**src/rtl/sample_router_pkg.sv**
```systemverilog
// Shared types for the sample router: output modes and per-channel crossfade states.
// Pure declarations; no timing or flow control of its own.
package sample_router_pkg;

  typedef enum logic [1:0] {
    MODE_PASS  = 2'd0,
    MODE_CONST = 2'd1,
    MODE_MUTE  = 2'd2
  } mode_e;

  typedef enum logic [1:0] {
    ST_IDLE     = 2'd0,
    ST_FADE_OUT = 2'd1,
    ST_FADE_IN  = 2'd2
  } chan_state_e;

  // The reserved encoding 3 behaves exactly like MUTE.
  function automatic mode_e decode_mode(input logic [1:0] raw);
    case (raw)
      2'd0:    return MODE_PASS;
      2'd1:    return MODE_CONST;
      default: return MODE_MUTE;
    endcase
  endfunction

endpackage

```
**src/rtl/router_chan.sv**
```systemverilog
// One output channel: source select, gain ramp FSM and scaling multiply; output updates on the tick cycle.
// A load is taken only while idle (the top gates it); ticks are never stalled.
module router_chan
  import sample_router_pkg::*;
#(
  parameter int W         = 16,
  parameter int N         = 4,
  parameter int RAMP_LOG2 = 6,
  parameter int CH        = 0
) (
  input  logic                   clk,
  input  logic                   rst,
  input  logic                   tick,
  input  logic                   load,
  input  logic [1:0]             cfg_mode,
  input  logic [$clog2(N)-1:0]   cfg_src,
  input  logic [W-1:0]           cfg_const,
  input  logic [N*W-1:0]         sample_in,
  input  logic [7:0]             jack,
  output logic [W-1:0]           sample_out,
  output logic                   busy
);

  localparam int SW = $clog2(N);
  localparam int GW = RAMP_LOG2 + 1;
  localparam int PW = W + GW + 1;
  localparam logic [GW-1:0] G_MAX = {1'b1, {RAMP_LOG2{1'b0}}};

  chan_state_e         state_q, state_d;
  logic [GW-1:0]       g_q, g_d;
  mode_e               act_mode_q, act_mode_d, pend_mode_q, pend_mode_d;
  logic [SW-1:0]       act_src_q, act_src_d, pend_src_q, pend_src_d;
  logic [W-1:0]        act_const_q, act_const_d, pend_const_q, pend_const_d;
  logic signed [W-1:0] out_q, out_d;

  logic signed [W-1:0]  src_val;
  logic signed [PW-1:0] src_ext, g_ext, prod;
  logic                 jack_bit;

  always_comb begin
    state_d      = state_q;
    g_d          = g_q;
    act_mode_d   = act_mode_q;
    act_src_d    = act_src_q;
    act_const_d  = act_const_q;
    pend_mode_d  = pend_mode_q;
    pend_src_d   = pend_src_q;
    pend_const_d = pend_const_q;
    out_d        = out_q;
    src_val      = '0;

    // Source uses the active config as it stands before any swap on this edge.
    jack_bit = |(jack & (8'd1 << act_src_q));
    case (act_mode_q)
      MODE_PASS: begin
        if ((32'(act_src_q) < 32'(N)) && jack_bit)
          src_val = W'(sample_in >> (act_src_q * W));
      end
      MODE_CONST: src_val = act_const_q;
      default:    src_val = '0;
    endcase

    case (state_q)
      ST_IDLE: begin
        if (load) begin
          pend_mode_d  = decode_mode(cfg_mode);
          pend_src_d   = cfg_src;
          pend_const_d = cfg_const;
          state_d      = ST_FADE_OUT;
        end
      end
      ST_FADE_OUT: begin
        if (tick) begin
          g_d = g_q - 1'b1;
          if (g_d == '0) begin
            act_mode_d  = pend_mode_q;
            act_src_d   = pend_src_q;
            act_const_d = pend_const_q;
            state_d     = ST_FADE_IN;
          end
        end
      end
      default: begin
        if (tick) begin
          g_d = g_q + 1'b1;
          if (g_d == G_MAX)
            state_d = ST_IDLE;
        end
      end
    endcase

    // Gain never exceeds 2^RAMP_LOG2, so the shifted product always fits in W bits.
    src_ext = PW'(src_val);
    g_ext   = PW'($signed({1'b0, g_d}));
    prod    = src_ext * g_ext;
    if (tick)
      out_d = (state_q == ST_IDLE) ? src_val : W'(prod >>> RAMP_LOG2);
  end

  always_ff @(posedge clk or negedge rst) begin
    if (!rst) begin
      state_q      <= ST_IDLE;
      g_q          <= G_MAX;
      act_mode_q   <= MODE_PASS;
      act_src_q    <= SW'(CH);
      act_const_q  <= '0;
      pend_mode_q  <= MODE_PASS;
      pend_src_q   <= '0;
      pend_const_q <= '0;
      out_q        <= '0;
    end else begin
      state_q      <= state_d;
      g_q          <= g_d;
      act_mode_q   <= act_mode_d;
      act_src_q    <= act_src_d;
      act_const_q  <= act_const_d;
      pend_mode_q  <= pend_mode_d;
      pend_src_q   <= pend_src_d;
      pend_const_q <= pend_const_d;
      out_q        <= out_d;
    end
  end

  assign sample_out = out_q;
  assign busy       = (state_q != ST_IDLE);

endmodule

```
**src/rtl/sample_router.sv**
```systemverilog
// N-channel sample router with click-free crossfade on reconfiguration; outputs lag a sample_clk rise by 2 clk.
// cfg_ready drops while any channel fades; requests made then are dropped, not queued.
module sample_router
  import sample_router_pkg::*;
#(
  parameter int W         = 16,
  parameter int N         = 4,
  parameter int RAMP_LOG2 = 6
) (
  input  logic                 clk,
  input  logic                 rst,
  input  logic                 sample_clk,
  input  logic [N*W-1:0]       sample_in,
  input  logic [7:0]           jack,
  input  logic                 cfg_valid,
  output logic                 cfg_ready,
  input  logic [$clog2(N)-1:0] cfg_ch,
  input  logic [1:0]           cfg_mode,
  input  logic [$clog2(N)-1:0] cfg_src,
  input  logic [W-1:0]         cfg_const,
  output logic [N*W-1:0]       sample_out,
  output logic                 busy
);

  localparam int SW = $clog2(N);

  logic         sclk_prev_q, sclk_prev_d;
  logic         tick_q, tick_d;
  logic         ready_q, ready_d;
  logic [N-1:0] busy_vec;
  logic         xfer;

  // Previous-value register resets high so a strobe already high at release is not a tick.
  always_comb begin
    sclk_prev_d = sample_clk;
    tick_d      = sample_clk & ~sclk_prev_q;
    ready_d     = 1'b1;
  end

  always_ff @(posedge clk or negedge rst) begin
    if (!rst) begin
      sclk_prev_q <= 1'b1;
      tick_q      <= 1'b0;
      ready_q     <= 1'b0;
    end else begin
      sclk_prev_q <= sclk_prev_d;
      tick_q      <= tick_d;
      ready_q     <= ready_d;
    end
  end

  assign busy      = |busy_vec;
  assign cfg_ready = ready_q & ~busy;
  assign xfer      = cfg_valid & cfg_ready;

  for (genvar i = 0; i < N; i++) begin : g_chan
    router_chan #(
      .W         (W),
      .N         (N),
      .RAMP_LOG2 (RAMP_LOG2),
      .CH        (i)
    ) u_chan (
      .clk        (clk),
      .rst        (rst),
      .tick       (tick_q),
      .load       (xfer && (cfg_ch == SW'(i))),
      .cfg_mode   (cfg_mode),
      .cfg_src    (cfg_src),
      .cfg_const  (cfg_const),
      .sample_in  (sample_in),
      .jack       (jack),
      .sample_out (sample_out[i*W +: W]),
      .busy       (busy_vec[i])
    );
  end

endmodule

```
**config.mk**
```make
export PLATFORM = sky130hd
export DESIGN_NAME = sample_router
export DESIGN_NICKNAME = d
export VERILOG_FILES = /design/src/rtl/sample_router_pkg.sv /design/src/rtl/router_chan.sv /design/src/rtl/sample_router.sv
export SDC_FILE = /design/constraint.sdc
export NUM_CORES = 2
export LEC_CHECK = 0
export ABC_CLOCK_PERIOD_IN_PS = 12900
export CAP_MARGIN = 20
export CORE_ASPECT_RATIO = 2
export CORE_MARGIN = 5
export CORE_UTILIZATION = 45
export CTS_CLUSTER_SIZE = 30
export DETAILED_ROUTE_END_ITERATION = 8
export GPL_TIMING_DRIVEN = 0
export HOLD_SLACK_MARGIN = 0.12
export PLACE_DENSITY = 0.63
export SYNTH_ARGS = -nofsm -noshare
export SYNTH_HDL_FRONTEND = slang
export SYNTH_SLANG_ARGS = --single-unit
```
**constraint.sdc**
```tcl
create_clock -name clk -period 12.9 [get_ports clk]
set_clock_uncertainty 0.1 [all_clocks]
set_input_delay 2.58 -clock clk [delete_from_list [all_inputs] [get_ports clk]]
set_output_delay 2.58 -clock clk [all_outputs]
set_load 0.05 [all_outputs]
```
# Word level (Yosys, flattened, before mapping)
# Index checks and enable logic that the tools add are counted.
[word_totals]
register_bits = 263
output_inout_bits = 66
elab_cells = 192
[op_classes]
addsub = 8
n_mul = 4
eq_ne = 28
n_shift = 8
muxes = 49
bitwise = 9
reduce_logical = 47
[op_table]
columns = ["op", "count"]
rows = [
  ["64-bit by 6-bit >> shifter with 16-bit output", 4],
  ["16-bit 2-to-1 mux", 8],
  ["16-bit case mux with 2 select lines", 4],
  ["16-bit by 8-bit multiplier with 22-bit output", 4],
  ["7-bit 2-to-1 mux", 8],
  ["7-bit case mux with 2 select lines", 4],
  ["2-bit 2-to-1 mux", 20],
  ["8-bit AND", 4],
  ["8-bit OR reduction", 4],
  ["1-bit by 2-bit left shift with 8-bit output, first input constant", 4],
  ["7-bit by 1-bit adder with 7-bit output, second input constant", 4],
  ["7-bit == test, second input constant", 4],
  ["7-bit zero test", 4],
  ["7-bit by 1-bit subtractor with 7-bit output, second input constant", 4],
  ["2-bit by 1-bit == test with 1-bit output, second input constant", 10],
  ["2-bit zero test", 10],
  ["2-bit case mux with 2 select lines", 5],
  ["5-bit AND reduction", 4],
  ["2-bit by 1-bit inequality test with 1-bit output, second input constant", 8],
  ["2-bit nonzero test", 8],
  ["3-bit AND reduction", 4],
  ["3-bit nonzero test", 4],
  ["2-bit inequality test, second input constant", 4],
  ["2-bit AND reduction", 4],
  ["other kinds (5)", 12],
]

# Logic depth before layout (Yosys ltp)
[logic_depth]
depth_word = 8
mapped_depth = 28
mapped_depth_nobuf = 27

# Cells and area by module
# From an unflattened synthesis, not the netlist that was laid out.
[unflattened]
hier_cells = 2921
hier_area_um2 = 28323.4
[modules_own_cells]
columns = ["mod", "instances", "cells_per_inst", "area_each_um2", "seq_area_each_um2"]
rows = [
  ["router_chan at g_chan[1].u_chan", 1, 741, 7094.3, 1629.1],
  ["router_chan at g_chan[0].u_chan", 1, 725, 7081.8, 1627.8],
  ["router_chan at g_chan[3].u_chan", 1, 738, 7075.5, 1630.3],
  ["router_chan at g_chan[2].u_chan", 1, 701, 6921.6, 1629.1],
  ["sample_router", 1, 16, 150.1, 76.3],
]

# Least setup slack after synthesis
# No wires, ideal clock.
[synth_timing]
kind = "in2reg"
start = "input jack[3]"
end = "register g_chan[2].u_chan.out_q[15]"
setup_time_ns = 0.141
t_arrival_ns = 8.154
required_time_ns = 12.659
slack_ns = 4.504
cell_stages = 22
path_buffers = 1
cell_sequence = "mux4_2 > and2_1 > clkbuf_1 > a22oi_1 > nor2_1 > fa_1 > fa_1 > fa_1 > inv_1 > fa_1 > inv_1 > ha_1 > o21a_1 > o2111a_1 > a221o_1 > a21oi_1 > o21bai_1 > a21oi_1 > nand2_1 > a31oi_1 > mux2i_1 > o2111ai_1"
[synth_via]
elab_chain_cells = 6
[synth_lines]
columns = ["item", "line", "text"]
rows = [
  ["start: declaration", "sample_router.sv:14", "input logic [7:0] jack,"],
  ["8-bit AND (*)", "router_chan.sv:53", "jack_bit = |(jack & (8'd1 << act_src_q));"],
  ["8-bit OR reduction (*)", "router_chan.sv:53", ""],
  ["16-bit 2-to-1 mux (*)", "router_chan.sv:56", "if ((32'(act_src_q) < 32'(N)) && jack_bit)"],
  ["16-bit case mux with 2 select lines (*)", "router_chan.sv:54", "case (act_mode_q)"],
  ["16-bit by 8-bit multiplier with 22-bit output", "router_chan.sv:95", "prod = src_ext * g_ext;"],
  ["16-bit 2-to-1 mux (*)", "router_chan.sv:97", "out_d = (state_q == ST_IDLE) ? src_val : W'(prod >>> RAMP_LOG2);"],
  ["end signal: assignment", "router_chan.sv:120", "out_q <= out_d;"],
  ["end: declaration", "router_chan.sv:34", "logic signed [W-1:0] out_q, out_d;"],
]
# Mark *: on every way between the ends. The rest lies on a longest branch, timed or not.
# A chain may end at the register's enable or synchronous reset.

# Worst setup path after layout
[layout_timing]
start = "input jack[2]"
end = "register g_chan[2].u_chan.out_q[15]"
# Same word-level chain as after synthesis.

==> results.txt <==
The run finished, with violations left. The final reports fail on max-slew violations. Ranked by total cell area, the synthesized netlist is headed by fa_1, dfrtp_1, ha_1, nor2_1, inv_1. The library cells used most frequently in the layout, excluding fill and tap cells, are nor2_1, inv_1, fa_1. The number of gates resized after cts came out at 0. The biggest area consumer among synthesized cells is fa_1. The total congestion overflow after global routing came out at 0.

The floorplan row count came out at approximately 130. The number of failing hold endpoints at the final stage came out at 0. The number of distinct library cells after synthesis came out at between 80 and 90. The total setup buffers inserted after CTS is 0. The number of antenna violations at the first check in global routing is 0. The data arrival time at the worst-slack endpoint is just over 10 ns.

TritonCTS built the clock tree. At the end of routability-driven placement, the weighted congestion stood at 1.01. The peak supply drop came out at 0.000127 V. The number of fill cells came out at 5,533.

The maximum count of clock buffers along a single path came out at 3. Subtracting the final worst setup slack from the clock period gives 9.99 ns. The number of input and output port buffers inserted came out at 159. The slew at the pin closest to its max-slew limit is 1.54 ns.

The global-route wire length before repair is 146 mm. The total negative setup slack came out at 0 ns. The count of endpoints failing setup in the final report is 0. After the flow finishes, the layout carries non-filler instances totaling 3,937. After the first detailed-routing iteration, the DRC count stood at 1,419. Relative to the synthesized area, the layout overhead comes to 12.9%. In this run the tightest slew margin relative to its limit is -2.95%. The data required time at the worst endpoint came out at 13.24 ns.

In the routed design, unresolved DRC markers number 0. The endpoint class of the critical path is a flop. The number of warning messages in the yosys log came out at 0.

Detailed placement ended at an HPWL of 78.7 mm. The cell area that synthesis handed to floorplanning was 27,700 sq um. The multi-input gate area in the final layout is 19,000 sq um.

The pre-CTS worst setup slack is 2.41 ns. The first detailed-routing pass ran for 7 iterations. The critical path is of the input pin to flop type. The area share of the largest cell type after synthesis is 23.1%. In this run the remaining antenna-violating nets after routing total 0.

The largest net degree at the start of global routing came out at 113. The post-CTS clock slew at the launch and capture registers of the worst setup and hold paths came out at 0.07 ns. The share of the Yosys chip area taken by registers is between 20% and 30%. The average wire length per cell after detail routing came out at between 20 and 25 um. The library cell used most frequently in the layout, excluding fill and tap cells, is nor2_1. The total wirelength of the detailed-routed design came out at 95.8 mm.

The number of sinks driven by the clock tree is 263. The path class of the tightest hold or removal check is flop to flop. The fraction of final layout cells sized beyond drive strength 1 is roughly a tenth. After layout, the worst path uses 77.5% of the clock period. The antenna diode count came out at 0. The power per unit of standard cell area came out at between 100 and 150 nW/um^2. The final layout net count came out at 3,732. The achievable clock frequency came out at 100 MHz. The effective utilization at floorplan came out at 45.5%. The share of synthesized flip-flops with an asynchronous set or reset is 100%.

Setup repair after global routing left no endpoint under its margin. Hold repair after CTS inserted 0 buffers. The vias after detailed routing came out at 22,800. The area enclosed by the die boundary is between 60,000 and 70,000 sq um.

The number of synthesized flops with an enable pin is 0. The I/O pin count is 164. The via count of the first global-routing pass is 24,700. The area of the core region came out at 61,000 sq um. The static leakage power came out at 15.2 nW. Synthesis produced 2,941 cells. Dividing the synthesized area by the synthesized cell count gives 9.43 sq um. The placed instance count is between 3,000 and 4,000. The floorplan step set the die height to 361 um. The chip width is 186 um. The flip-flop and latch area is 6590 sq um. The maximum level of the CTS H-tree came out at 1.

The buffer type at the clock tree root is clkbuf_16. The number of storage elements in the synthesis netlist is around 260. The number of nets in the synthesized netlist is between 3,000 and 4,000. The worst-case setup margin in the final layout came out at 2.91 ns. The kind of start point of the critical path is an input pin.

The mean number of vias per cell came out at 5.78. The global-route usage over all layers came out at 28.7%. The max-capacitance violation count is 0. The largest fanout on the critical path is 10. The number of slew-limit violations in the final report is 8. Clock latency on the worst-skew pair, taken at its later pin, is approximately 0.60 ns. The total CTS buffers came out at 26. In the synthesized netlist the dominant register cell turns out to be dfrtp_1.
per-layer routing:
metal	track usage, %	wire [um]	up-vias
li1	-	-	9968
met1	30.1	31300	11600
met2	53.1	51200	936
met3	3.85	5670	295
met4	17.7	7580	0
met5	0	0	-
report_power, final:
part	leakage, nW	switching, mW	internal (mW)
clock	0.396	0.379	0.409
combinational	11.4	1.68	1.04
sequential	3.46	0.0630	0.912
total	15.2	2.13	2.36
stage by stage:
step                      area [sq um]  power [mW]  hold slack [ns]  util [%]
after global placement           30300        3.63            0.354      49.7
after floorplan                  27700        2.90            0.340         -
after global routing             31300        4.83            0.388      51.3
after CTS                        31300        4.52            0.377      51.3
final                            31300        4.49            0.376      51.3
after detailed placement         30500        3.70            0.360      49.9
path summary, 6_finish.rpt:
| check | start | to | slack, ns | cells past startpoint |
|---|---|---|---|---|
| worst max-delay path | jack[2] | g_chan[2].u_chan.sample_out[15] | 2.91 | 23 |
| worst min-delay path | g_chan[1].u_chan.pend_const_q[2] | g_chan[1].u_chan.pend_const_q[2] | 0.38 | 2 |
| worst max register to register | tick_q | g_chan[1].u_chan.sample_out[15] | 4.07 | 25 |
| worst min register to register | g_chan[1].u_chan.pend_const_q[2] | g_chan[1].u_chan.pend_const_q[2] | 0.38 | 2 |
| max in group asynchronous | rst | g_chan[0].u_chan.g_q[6] | 9.46 | 3 |
| min in group asynchronous | rst | g_chan[2].u_chan.sample_out[2] | 1.81 | 1 |
sequential cells by signal (all words and copies together), names as in the netlist:
signal	flops
tick_q	1
g_chan.u_chan.act_mode_q	8
g_chan.u_chan.state_q	8
ready_q	1
g_chan.u_chan.pend_src_q	8
g_chan.u_chan.pend_mode_q	8
g_chan.u_chan.g_q	28
g_chan.u_chan.sample_out	64
g_chan.u_chan.act_src_q	8
g_chan.u_chan.pend_const_q	64
sclk_prev_q	1
g_chan.u_chan.act_const_q	64
worst max-delay path, cell delays in order:
cell and delay [ns]:
clkdlybuf4s50_1 0.53, mux4_2 0.57, and2_1 0.24, clkbuf_1 0.29
a22oi_1 1.14, nor2_1 0.16, fa_1 0.56, fa_1 0.52
fa_1 0.51, inv_1 0.05, fa_1 0.48, inv_1 0.05
ha_1 0.31, o21a_1 0.25, o2111a_1 0.29, a221o_1 0.34
a21oi_1 0.20, o21bai_1 0.09, a21oi_1 0.17, nand2_1 0.12
a31oi_1 0.47, mux2i_1 0.25, o2111ai_1 0.14
synth_stat cells (7+ instances only):
cell,number
nor3_1,24
nor4_1,9
mux4_2,65
inv_1,441
fa_1,320
a21o_1,29
or3_1,7
mux2i_1,7
buf_1,8
dfrtp_1,254
nand2b_1,10
a32oi_1,16
xnor2_1,68
nand3_1,30
nor2b_1,11
a21oi_1,119
o21bai_1,8
buf_2,9
and2_1,10
clkbuf_1,96
nand4_1,9
o21ai_0,73
ha_1,176
xor2_1,36
a22oi_1,41
or2_2,55
o21a_1,16
and3_1,10
nor2_1,530
mux2_2,119
dfstp_2,9
a31oi_1,20
nand2_1,196
final cells by class:
cell class	count	share of cell area [%]
Multi-Input combinational cell	2118	60.7
Sequential cell	263	21.1
Timing Repair Buffer	169	5.59
Inverter	442	5.30
Tap cell	780	3.12
Clock buffer	31	2.20
Buffer	118	1.55
Clock inverter	16	0.487
cell families after synthesis:
family          after synthesis  share of synthesized area (%)
xor+xnor                    104                           3.28
mux                         192                           10.5
buf+inv                     560                           7.73
other cells                   1                         0.0135
simple gates                929                           14.4
fa+ha+maj                   496                           31.0
flops                       263                           23.8
compound gates              396                           9.36
(Power assumes the default switching activity.)
